[src/rtl/conv_pkg.sv]
// Shared types and frame-size helpers for the convolution frame scheduler.
// No logic; no latency; no flow control.
package conv_pkg;

  typedef enum logic [2:0] {
    S_IDLE,
    S_LOAD,
    S_CONV,
    S_HDR,
    S_FETCH,
    S_SEND,
    S_DONE
  } sched_state_t;

  typedef enum logic [1:0] {
    HS_IDLE,
    HS_SEND,
    HS_WAIT_LO,
    HS_WAIT_HI
  } hs_state_t;

  localparam logic [7:0] HDR_BYTE = 8'hA5;

  function automatic int n_in(input int rows, input int cols);
    return rows * cols;
  endfunction

  function automatic int n_out(input int rows, input int cols, input int k);
    return (rows - k + 1) * (cols - k + 1);
  endfunction

endpackage

[src/rtl/tx_byte_hs.sv]
// One-byte TX UART handshake: enable pulse on ready, then wait for ready low and high again.
// Latency: enable 2 cycles after go_i when TX is ready; done_o is combinational on ready return.
// Backpressure: waits indefinitely in SEND while tx_rdy_i is low; no enable is issued then.
module tx_byte_hs
  import conv_pkg::*;
(
  input  logic clk_i,
  input  logic rst_i,
  input  logic go_i,
  input  logic tx_rdy_i,
  output logic tx_enable_o,
  output logic done_o
);

  hs_state_t state_q;
  logic      tx_enable_q;

  always_ff @(posedge clk_i or posedge rst_i) begin
    if (rst_i) begin
      state_q     <= HS_IDLE;
      tx_enable_q <= 1'b0;
    end else begin
      tx_enable_q <= 1'b0;
      case (state_q)
        HS_IDLE:    if (go_i) state_q <= HS_SEND;
        HS_SEND: begin
          if (tx_rdy_i) begin
            tx_enable_q <= 1'b1;
            state_q     <= HS_WAIT_LO;
          end
        end
        // Ready still reads high the cycle after enable; the drop marks acceptance.
        HS_WAIT_LO: if (!tx_rdy_i) state_q <= HS_WAIT_HI;
        HS_WAIT_HI: if (tx_rdy_i) state_q <= HS_IDLE;
        default:    state_q <= HS_IDLE;
      endcase
    end
  end

  assign tx_enable_o = tx_enable_q;
  assign done_o      = (state_q == HS_WAIT_HI) && tx_rdy_i;

endmodule

[src/rtl/conv_frame_sched.sv]
// Frame controller: admits one frame into the convolutor, counts results, drains them to TX.
// Latency: rx->conv_drdy combinational; 2-cycle fetch plus TX handshake per byte.
// Backpressure: TX ready handshake per byte; strobes outside their window set sticky overrun.
// FRAME_HDR_EN: send a 0xA5 header byte ahead of the result bytes.
module conv_frame_sched
  import conv_pkg::*;
#(
  parameter int ROW_DEPTH    = 7,
  parameter int COLUMN_DEPTH = 7,
  parameter int K_SIZE       = 3,
  parameter int D_BITS       = 8,
  localparam int N_IN        = n_in(ROW_DEPTH, COLUMN_DEPTH),
  localparam int N_OUT       = n_out(ROW_DEPTH, COLUMN_DEPTH, K_SIZE),
  localparam int AW          = $clog2(N_OUT)
) (
  input  logic              i_clk,
  input  logic              reset,
  input  logic              i_start,
  input  logic              i_rx_dvalid,
  output logic              o_conv_drdy,
  input  logic              i_conv_dvalid,
  output logic [AW-1:0]     o_rd_addr,
  input  logic [D_BITS-1:0] i_rd_data,
  output logic [D_BITS-1:0] o_tx_data,
  output logic              o_tx_enable,
  input  logic              i_tx_rdy,
  output logic              o_busy,
  output logic              o_frame_done,
  output logic              o_overrun
);

  localparam int IW = $clog2(N_IN + 1);
  localparam int OW = $clog2(N_OUT + 1);
  localparam logic [IW-1:0] IN_LAST   = IW'(N_IN - 1);
  localparam logic [IW-1:0] IN_FULL   = IW'(N_IN);
  localparam logic [OW-1:0] OUT_FULL  = OW'(N_OUT);
  localparam logic [AW-1:0] ADDR_LAST = AW'(N_OUT - 1);

  sched_state_t      state_q;
  logic [IW-1:0]     in_cnt_q;
  logic [OW-1:0]     out_cnt_q;
  logic [AW-1:0]     rd_idx_q;
  logic [D_BITS-1:0] tx_data_q;
  logic              fetch_ph_q;
  logic              hs_go_q;
  logic              frame_done_q;
  logic              overrun_q;

  logic in_load, conv_ok, start_ok, rx_err, conv_err, hs_done;

  assign in_load  = (state_q == S_LOAD);
  assign conv_ok  = (in_load || state_q == S_CONV) && (out_cnt_q != OUT_FULL);
  assign start_ok = i_start && (state_q == S_IDLE || state_q == S_DONE);
  assign rx_err   = i_rx_dvalid && !in_load;
  assign conv_err = i_conv_dvalid && !conv_ok;

  always_ff @(posedge i_clk or posedge reset) begin
    if (reset) begin
      state_q      <= S_IDLE;
      in_cnt_q     <= '0;
      out_cnt_q    <= '0;
      rd_idx_q     <= '0;
      tx_data_q    <= '0;
      fetch_ph_q   <= 1'b0;
      hs_go_q      <= 1'b0;
      frame_done_q <= 1'b0;
      overrun_q    <= 1'b0;
    end else begin
      frame_done_q <= 1'b0;
      hs_go_q      <= 1'b0;

      // A stray strobe in the same cycle as an accepted start still flags overrun.
      if (start_ok)          overrun_q <= 1'b0;
      if (rx_err || conv_err) overrun_q <= 1'b1;

      if (i_conv_dvalid && conv_ok) out_cnt_q <= out_cnt_q + 1'b1;

      case (state_q)
        S_IDLE, S_DONE: begin
          if (i_start) begin
            state_q    <= S_LOAD;
            in_cnt_q   <= '0;
            out_cnt_q  <= '0;
            rd_idx_q   <= '0;
            fetch_ph_q <= 1'b0;
          end
        end
        S_LOAD: begin
          if (i_rx_dvalid && in_cnt_q != IN_FULL) begin
            in_cnt_q <= in_cnt_q + 1'b1;
            if (in_cnt_q == IN_LAST) state_q <= S_CONV;
          end
        end
        S_CONV: begin
          if (out_cnt_q == OUT_FULL) begin
`ifdef FRAME_HDR_EN
            state_q   <= S_HDR;
            tx_data_q <= D_BITS'(HDR_BYTE);
            hs_go_q   <= 1'b1;
`else
            state_q   <= S_FETCH;
`endif
          end
        end
        S_HDR: if (hs_done) state_q <= S_FETCH;
        S_FETCH: begin
          // First cycle presents the address, second captures the memory's registered data.
          if (fetch_ph_q) begin
            fetch_ph_q <= 1'b0;
            tx_data_q  <= i_rd_data;
            hs_go_q    <= 1'b1;
            state_q    <= S_SEND;
          end else begin
            fetch_ph_q <= 1'b1;
          end
        end
        S_SEND: begin
          if (hs_done) begin
            if (rd_idx_q == ADDR_LAST) begin
              state_q      <= S_DONE;
              frame_done_q <= 1'b1;
            end else begin
              rd_idx_q <= rd_idx_q + 1'b1;
              state_q  <= S_FETCH;
            end
          end
        end
        default: state_q <= S_IDLE;
      endcase
    end
  end

  tx_byte_hs u_tx_hs (
    .clk_i       (i_clk),
    .rst_i       (reset),
    .go_i        (hs_go_q),
    .tx_rdy_i    (i_tx_rdy),
    .tx_enable_o (o_tx_enable),
    .done_o      (hs_done)
  );

  assign o_conv_drdy  = i_rx_dvalid && in_load;
  assign o_rd_addr    = rd_idx_q;
  assign o_tx_data    = tx_data_q;
  assign o_busy       = !(state_q == S_IDLE || state_q == S_DONE);
  assign o_frame_done = frame_done_q;
  assign o_overrun    = overrun_q;

endmodule

[config.mk]
export PLATFORM = sky130hd
export DESIGN_NAME = conv_frame_sched
export DESIGN_NICKNAME = d
export VERILOG_FILES = /design/src/rtl/conv_pkg.sv /design/src/rtl/tx_byte_hs.sv /design/src/rtl/conv_frame_sched.sv
export SDC_FILE = /design/constraint.sdc
export NUM_CORES = 1
export LEC_CHECK = 0
export ABC_AREA = 1
export CORE_MARGIN = 8
export CORE_UTILIZATION = 45
export DETAILED_ROUTE_END_ITERATION = 8
export DONT_BUFFER_PORTS = 1
export MAX_ROUTING_LAYER = met4
export SLEW_MARGIN = 40
export SYNTH_ARGS = -nofsm -noshare
export SYNTH_HDL_FRONTEND = slang
export SYNTH_HIERARCHICAL = 1
export SYNTH_SLANG_ARGS = --single-unit
[constraint.sdc]
create_clock -name i_clk -period 1.92 [get_ports i_clk]
set_clock_uncertainty 0.1 [all_clocks]
set_input_delay 0.288 -clock i_clk [delete_from_list [all_inputs] [get_ports i_clk]]
set_output_delay 0.288 -clock i_clk [all_outputs]
set_load 0.1 [all_outputs]
==> flow_summary.yaml, run 1 <==
status:
  outcome: "complete, no violations"
worst_setup_path:
  timing.setup.critical_path_class: "reg2out"
  cp_data_required_time_ps: 1530
  ff2ff_setup_slack_ps: 330
  r2r_start: "u_tx_hs/state_q[0]"
  critPathLaunchType: "flop"
  cp_slowest_stage_delay_ps: 470
  worstRegToRegCells: 9
  cp_slowest_cell: "dfrtp_2"
  r2r-end: "state_q[2]"
  path_max_fanout: 9
  end_kind: "output port"
  cp_cell_sequence: "inv_4, nand3_4, nor2_2, buf_12"
  arrival_ps: 1420
logic_synthesis:
  synth_edf_count: 0
  netlist.area_leader.share: 0.400
  syn_nets: 294
  synth_area_leaders: "dfrtp_1 (40%), nand2_1 (16%), ha_1 (8.2%), inv_1 (6.2%), nand3_4 (4.1%)"
  ys_seq_elements: 34
  yosys.cell_types.count: 30
  synth_top_area_cell: "dfrtp_1"
  seq_area_frac_synth: 0.400
  synthArstFlopShare: 1.00
  synth.cells.most_frequent: "nand2_1 (89), inv_1 (35), dfrtp_1 (34)"
  synth_top_flop_cell: "dfrtp_1"
  syn_avg_cell_area_um2: 7.99
  syn-cell-area_um2: 2120
  yosys_warnings: 6
  netlist_instances: 266
  synth_most_common_cell: "nand2_1"
worst_hold_path:
  worstHoldEndpoint: "o_tx_data[5]"
  hp-start: "i_rd_data[5]"
  hp-class: "in2reg"
  whs_path_depth: 2
sta:
  slew_viol_final: 0
  fin_crit_sh: 0.940
  fin_crit_ps: 1810
  tightest_slew_ps: 416
  setup_viol: 0
  clock.fmax_mhz: 554
  tns_ps: 0
  post-route-worst-setup-slack_ps: 115
  rsz0062_at_grt: "no"
  slew_headroom: 0.723
  hold_viol: 0
placement:
  place_ws_ps: 279
  port_buffers: 0
  gp_congestion: 0.817
  hpwl_um: 3170
  placed_cell_area_um2: 2360
  dp.cells: 340
finish:
  finalNonFillerCells: 350
  seqCellArea_um2: 857
  n_antenna_cell: 0
  areaGrowthSynthToFinish_pct: 16.2
  drive_above_1_share: 0.209
  multi_input_area_um2: 1110
  nFillCells: 459
  finalInstanceArea_um2: 2470
  fin_nets: 323
floorplanning:
  die_height_um: 84.7
  fp-row-count: 25
  coreArea_um2: 4630
  io_pins: 32
  start_util: 0.459
  die_area_um2: 7180
  die_x_um: 84.7
power:
  netSwitchingFraction: 0.566
  leakagePower_nw: 1.28
  power_density_nw_per_um2: 1740
  power.total_mw: 4.31
  peakVddDrop_v: 0.00100
  intPower_mw: 1.87
  power.switching_mw: 2.44
  power_frac_seq: 0.261
  clkPwrFrac: 0.119
  combPwrFrac: 0.619
route:
  drt-pass1-iter-count: 4
  dr.max_layer_used: "met4"
  vias: 1692
  ant_nets: 0
  dr_wl_met3_um: 179
  drt_iter0_drc: 61
  wl_met2_um: 1960
  post_drt_wl_per_cell_um: 12.0
  vias_per_cell: 4.83
  drt-met1-wl_um: 2010
  wirelength_um: 4190
  drcViolationCount: 0
clock_tree:
  clock_sinks: 34
  cts_setup_buffers: 0
  cts.clk_slew.worst_paths_ps: 70
  cts_buffers: 5
  clk_latency_ps: 290
  clk_path_buf_depth: 2
  htree_levels: 2
  cts_root_buf: "clkbuf_8"
  cts_tree: "yes"
grt:
  grt_pass1_wl_um: 7600
  antenna_found_initial: 0
  grt_max_degree: 32
  grt_overflow_total: 0
  track_usage: 0.134
  grt_pass1_vias: 1599
run:
  cap_violations: 0
-- critical path, delay by kind of cell (launching register included) --
| kind | cells | cell delay, ps |
|---|---|---|
| buffers and inverters | 2 | 320 |
| AND/OR/NAND/NOR | 2 | 330 |
| flip-flops | 1 | 470 |
-- state kept, by name (all words and copies together), names as in the netlist --
register,flops
u_tx_hs/state_q,2
o_rd_addr,5
o_tx_data,8
fetch_ph_q,1
o_overrun,1
hs_go_q,1
o_frame_done,1
u_tx_hs/tx_enable_o,1
in_cnt_q,6
out_cnt_q,5
state_q,3
-- layout by cell type, fill, tap and decap left out, drive strengths merged --
cell type | netlist | layout
a21oi | 5 | 5
a31o | 1 | 1
buf | 1 | 21
clkbuf | 0 | 6
clkinv | 1 | 3
dfrtp | 34 | 34
dlygate4sd3 | 0 | 2
ha | 14 | 14
inv | 39 | 39
nand2 | 95 | 95
nand3 | 24 | 24
nand4 | 5 | 5
nor2 | 21 | 21
nor3 | 3 | 3
o211ai | 1 | 1
o21ai | 13 | 13
o21bai | 1 | 1
or2 | 2 | 2
xnor2 | 3 | 3
xor2 | 3 | 3
-- per-layer routing --
layer | vias to the layer above | GRT usage
met5 | - | -
met4 | 0 | 0.0583
met3 | 4 | 0.0302
met2 | 20 | 0.202
met1 | 778 | 0.168
li1 | 890 | -
-- area by class of cell --
class / count / area share
Clock buffer: 6 / 0.0294
Multi-Input combinational cell: 191 / 0.452
Tap cell: 54 / 0.0274
Inverter: 40 / 0.0634
Clock inverter: 2 / 0.00405
Timing Repair Buffer: 23 / 0.0770
Sequential cell: 34 / 0.347
-- power groups by stage --
stage	clock [mW]	sequential [mW]	combinational, mW
floorplan	0	1.91	1.37
global placement	0	1.12	2.67
detailed placement	0	1.13	2.68
CTS	0.540	1.12	2.69
finish	0.513	1.13	2.67
global route	0.565	1.15	2.93
-- metrics by stage --
| stage | hold WS, ps | utilization |
|---|---|---|
| global placement | -48.0 | 0.510 |
| floorplan | -58.4 | - |
| detailed placement | -48.7 | 0.510 |
| CTS | 5.75 | 0.532 |
| global route | 5.86 | 0.533 |
| finish | 16.6 | 0.533 |
-- cells by family (layout without fill, tap and decap cells) --
group	after synthesis	count (layout)	synth area share
xor+xnor	6	6	0.0247
compound gates	21	21	0.0554
flops	34	34	0.400
buf+inv	41	71	0.0760
fa+ha+maj	14	14	0.0825
simple gates	150	150	0.361
-- timing repair --
item	CTS	global route
hold buffers	2	0
endpoints found under the hold margin	35	0
gates resized for setup	0	4
setup endpoints to repair	0	2
-- worst max-delay path by stage --
stage	startpoint	end	slack [ps]	cells after the start
floorplan	state_q[2]	o_conv_drdy	-40	3
global placement	state_q[0]	state_q[2]	250	8
detailed placement	state_q[0]	state_q[1]	280	8
CTS	state_q[2]	o_conv_drdy	30	4
global route	state_q[2]	o_conv_drdy	30	4
finish	state_q[2]	o_conv_drdy	110	4
Power figures use the tool's default switching activity.
==> run 2, diff against run 1 <==
Settings changed: GPL_ROUTABILITY_DRIVEN set to 1, SKIP_LAST_GASP set to 1.
Clock period 1.92 ns to 2 ns, I/O delays scaled along.
==> run 2 against run 1 <==
Total power is 2.7% lower. Register-to-register slack worse by 100 ps. Wire length is 4.7% higher. Cell area is 0.30% lower. Non-clock buffer count is 1 lower. Combinational power is 3% lower. Flip-flop and latch count stayed put. Sequential share of layout area hardly changed. Cell count is 0.29% lower. Die area stayed put. Critical path depth stayed put.
==> flow_summary.yaml, run 2 (synthesized netlist as in run 1, its figures left out) <==
status:
  outcome: "complete, no violations"
sta:
  setup_viol: 0
  clock.fmax_mhz: 519
  slew_viol_final: 0
  rsz0062_at_grt: "no"
  fin_crit_sh: 0.963
  tns_ps: 0
  slew_headroom: 0.727
  fin_crit_ps: 1930
  tightest_slew_ps: 409
  hold_viol: 0
floorplanning:
  die_height_um: 84.7
  start_util: 0.459
  die_area_um2: 7180
  io_pins: 32
  die_x_um: 84.7
  fp-row-count: 25
  coreArea_um2: 4630
finish:
  finish.utilization: 0.532
  largest_reg_flops: 8
  areaGrowthSynthToFinish_pct: 15.8
  fin_nets: 322
  final_common_cell: "nand2_1"
  multi_input_area_um2: 1110
  drive_above_1_share: 0.200
  n_antenna_cell: 0
  nFillCells: 450
  seqCellArea_um2: 853
  layout_common_cells: "nand2_1 (89), inv_1 (35), dfrtp_1 (32), buf_4 (20)"
clock_tree:
  cts_tree: "yes"
  cts_root_buf: "clkbuf_8"
  cts_buffers: 5
  clk_latency_ps: 290
  clock_sinks: 34
  clk_path_buf_depth: 2
  cts.repair.resized: 0
  cts_setup_buffers: 0
  cts.clk_slew.worst_paths_ps: 70
  htree_levels: 2
route:
  drt_iter0_drc: 67
  drcViolationCount: 0
  vias_per_cell: 4.91
  post_drt_wl_per_cell_um: 12.6
  wirelength_um: 4390
  ant_nets: 0
  drt-pass1-iter-count: 4
  vias: 1714
worst_setup_path:
  ff2ff_setup_slack_ps: 230
  r2r_start: "state_q[0]"
  timing.setup.critical_path_class: "reg2out"
  arrival_ps: 1530
  critPathLaunchType: "flop"
  end_kind: "output port"
  path_max_fanout: 9
  cp_data_required_time_ps: 1600
  worstRegToRegCells: 8
  r2r-end: "state_q[2]"
placement:
  hpwl_um: 3230
  port_buffers: 0
  gp_congestion: 0.837
grt:
  grt_overflow_total: 0
  track_usage: 0.135
  antenna_found_initial: 0
  grt_max_degree: 32
  grt_pass1_wl_um: 7620
  grt_pass1_vias: 1605
run:
  cap_violations: 0
worst_hold_path:
  hp-start: "i_tx_rdy"
  whs_path_depth: 2
  hp-class: "in2reg"
  worstHoldEndpoint: "u_tx_hs/tx_enable_o"
power:
  peakVddDrop_v: 0.00101
  leakagePower_nw: 1.28
  power_density_nw_per_um2: 1700
run 2: cell types whose count changed in the layout (fill, tap and decap cells not counted):
| cell | delta |
|---|---|
| dfrtp_1 | +3 |
| dlygate4sd3_1 | -1 |
| dfrtp_2 | -3 |
| clkinv_2 | -1 |
| inv_4 | -1 |
| inv_2 | +1 |
| clkbuf_8 | +1 |
run 2: cell type report:
| class | instances | share of cell area |
|---|---|---|
| clock buffer | 7 | 0.0351 |
| clock inverter | 1 | 0.00203 |
| inverter | 40 | 0.0625 |
| multi-input combinational | 191 | 0.453 |
| sequential | 34 | 0.347 |
| tap | 54 | 0.0275 |
| timing repair buffer | 22 | 0.0732 |
run 2: worst max path at each step:
stage | start | depth (start not counted) | slack (ps) | end
6_report | state_q[2] | 4 | 70 | o_conv_drdy
5_1_grt | state_q[2] | 4 | 0.6 | o_conv_drdy
4_1_cts | state_q[2] | 4 | 70 | o_conv_drdy
3_5_place_dp | state_q[0] | 8 | 330 | state_q[1]
3_3_place_gp | state_q[0] | 8 | 320 | state_q[2]
2_1_floorplan | state_q[2] | 3 | 30 | o_conv_drdy
run 2: metrics by stage:
stage | cells | worst slack [ps] | total power, mW | cell area (um^2) | hold slack, ps
final | 349 | 74.9 | 4.19 | 2460 | 16.8
after global routing | 349 | 0.611 | 4.49 | 2460 | 11.4
after CTS | 349 | 71.9 | 4.23 | 2460 | 10.1
after detailed placement | 340 | 325 | 3.67 | 2360 | -31.6
after global placement | 340 | 324 | 3.65 | 2360 | -34.9
after floorplan | 266 | 28.0 | 3.15 | 2130 | -46.4
run 2: power by group:
group          internal (mW)  switching [mW]  total (mW)
clock network          0.278           0.257       0.534
logic                  0.652            1.92        2.58
registers              0.891           0.188        1.08
run 2: timing repair:
item / 4_1_cts / 5_1_grt
hold buffers: 1 / 0
hold endpoints to repair: 34 / 0
endpoints found under the setup margin: 0 / 0
run 2: per-layer routing:
metal,global-route usage,vias to the layer above,routed length [um]
met5,-,-,0
met4,0.0453,0,37
met3,0.0400,4,194
met2,0.203,28,2090
met1,0.169,792,2060
li1,-,890,-
run 2: worst max-delay path: stages, from the launching register on:
cell and delay (ps):
dfrtp_1 480, inv_2 200, nand3_4 180, nor2_2 180
buf_12 190
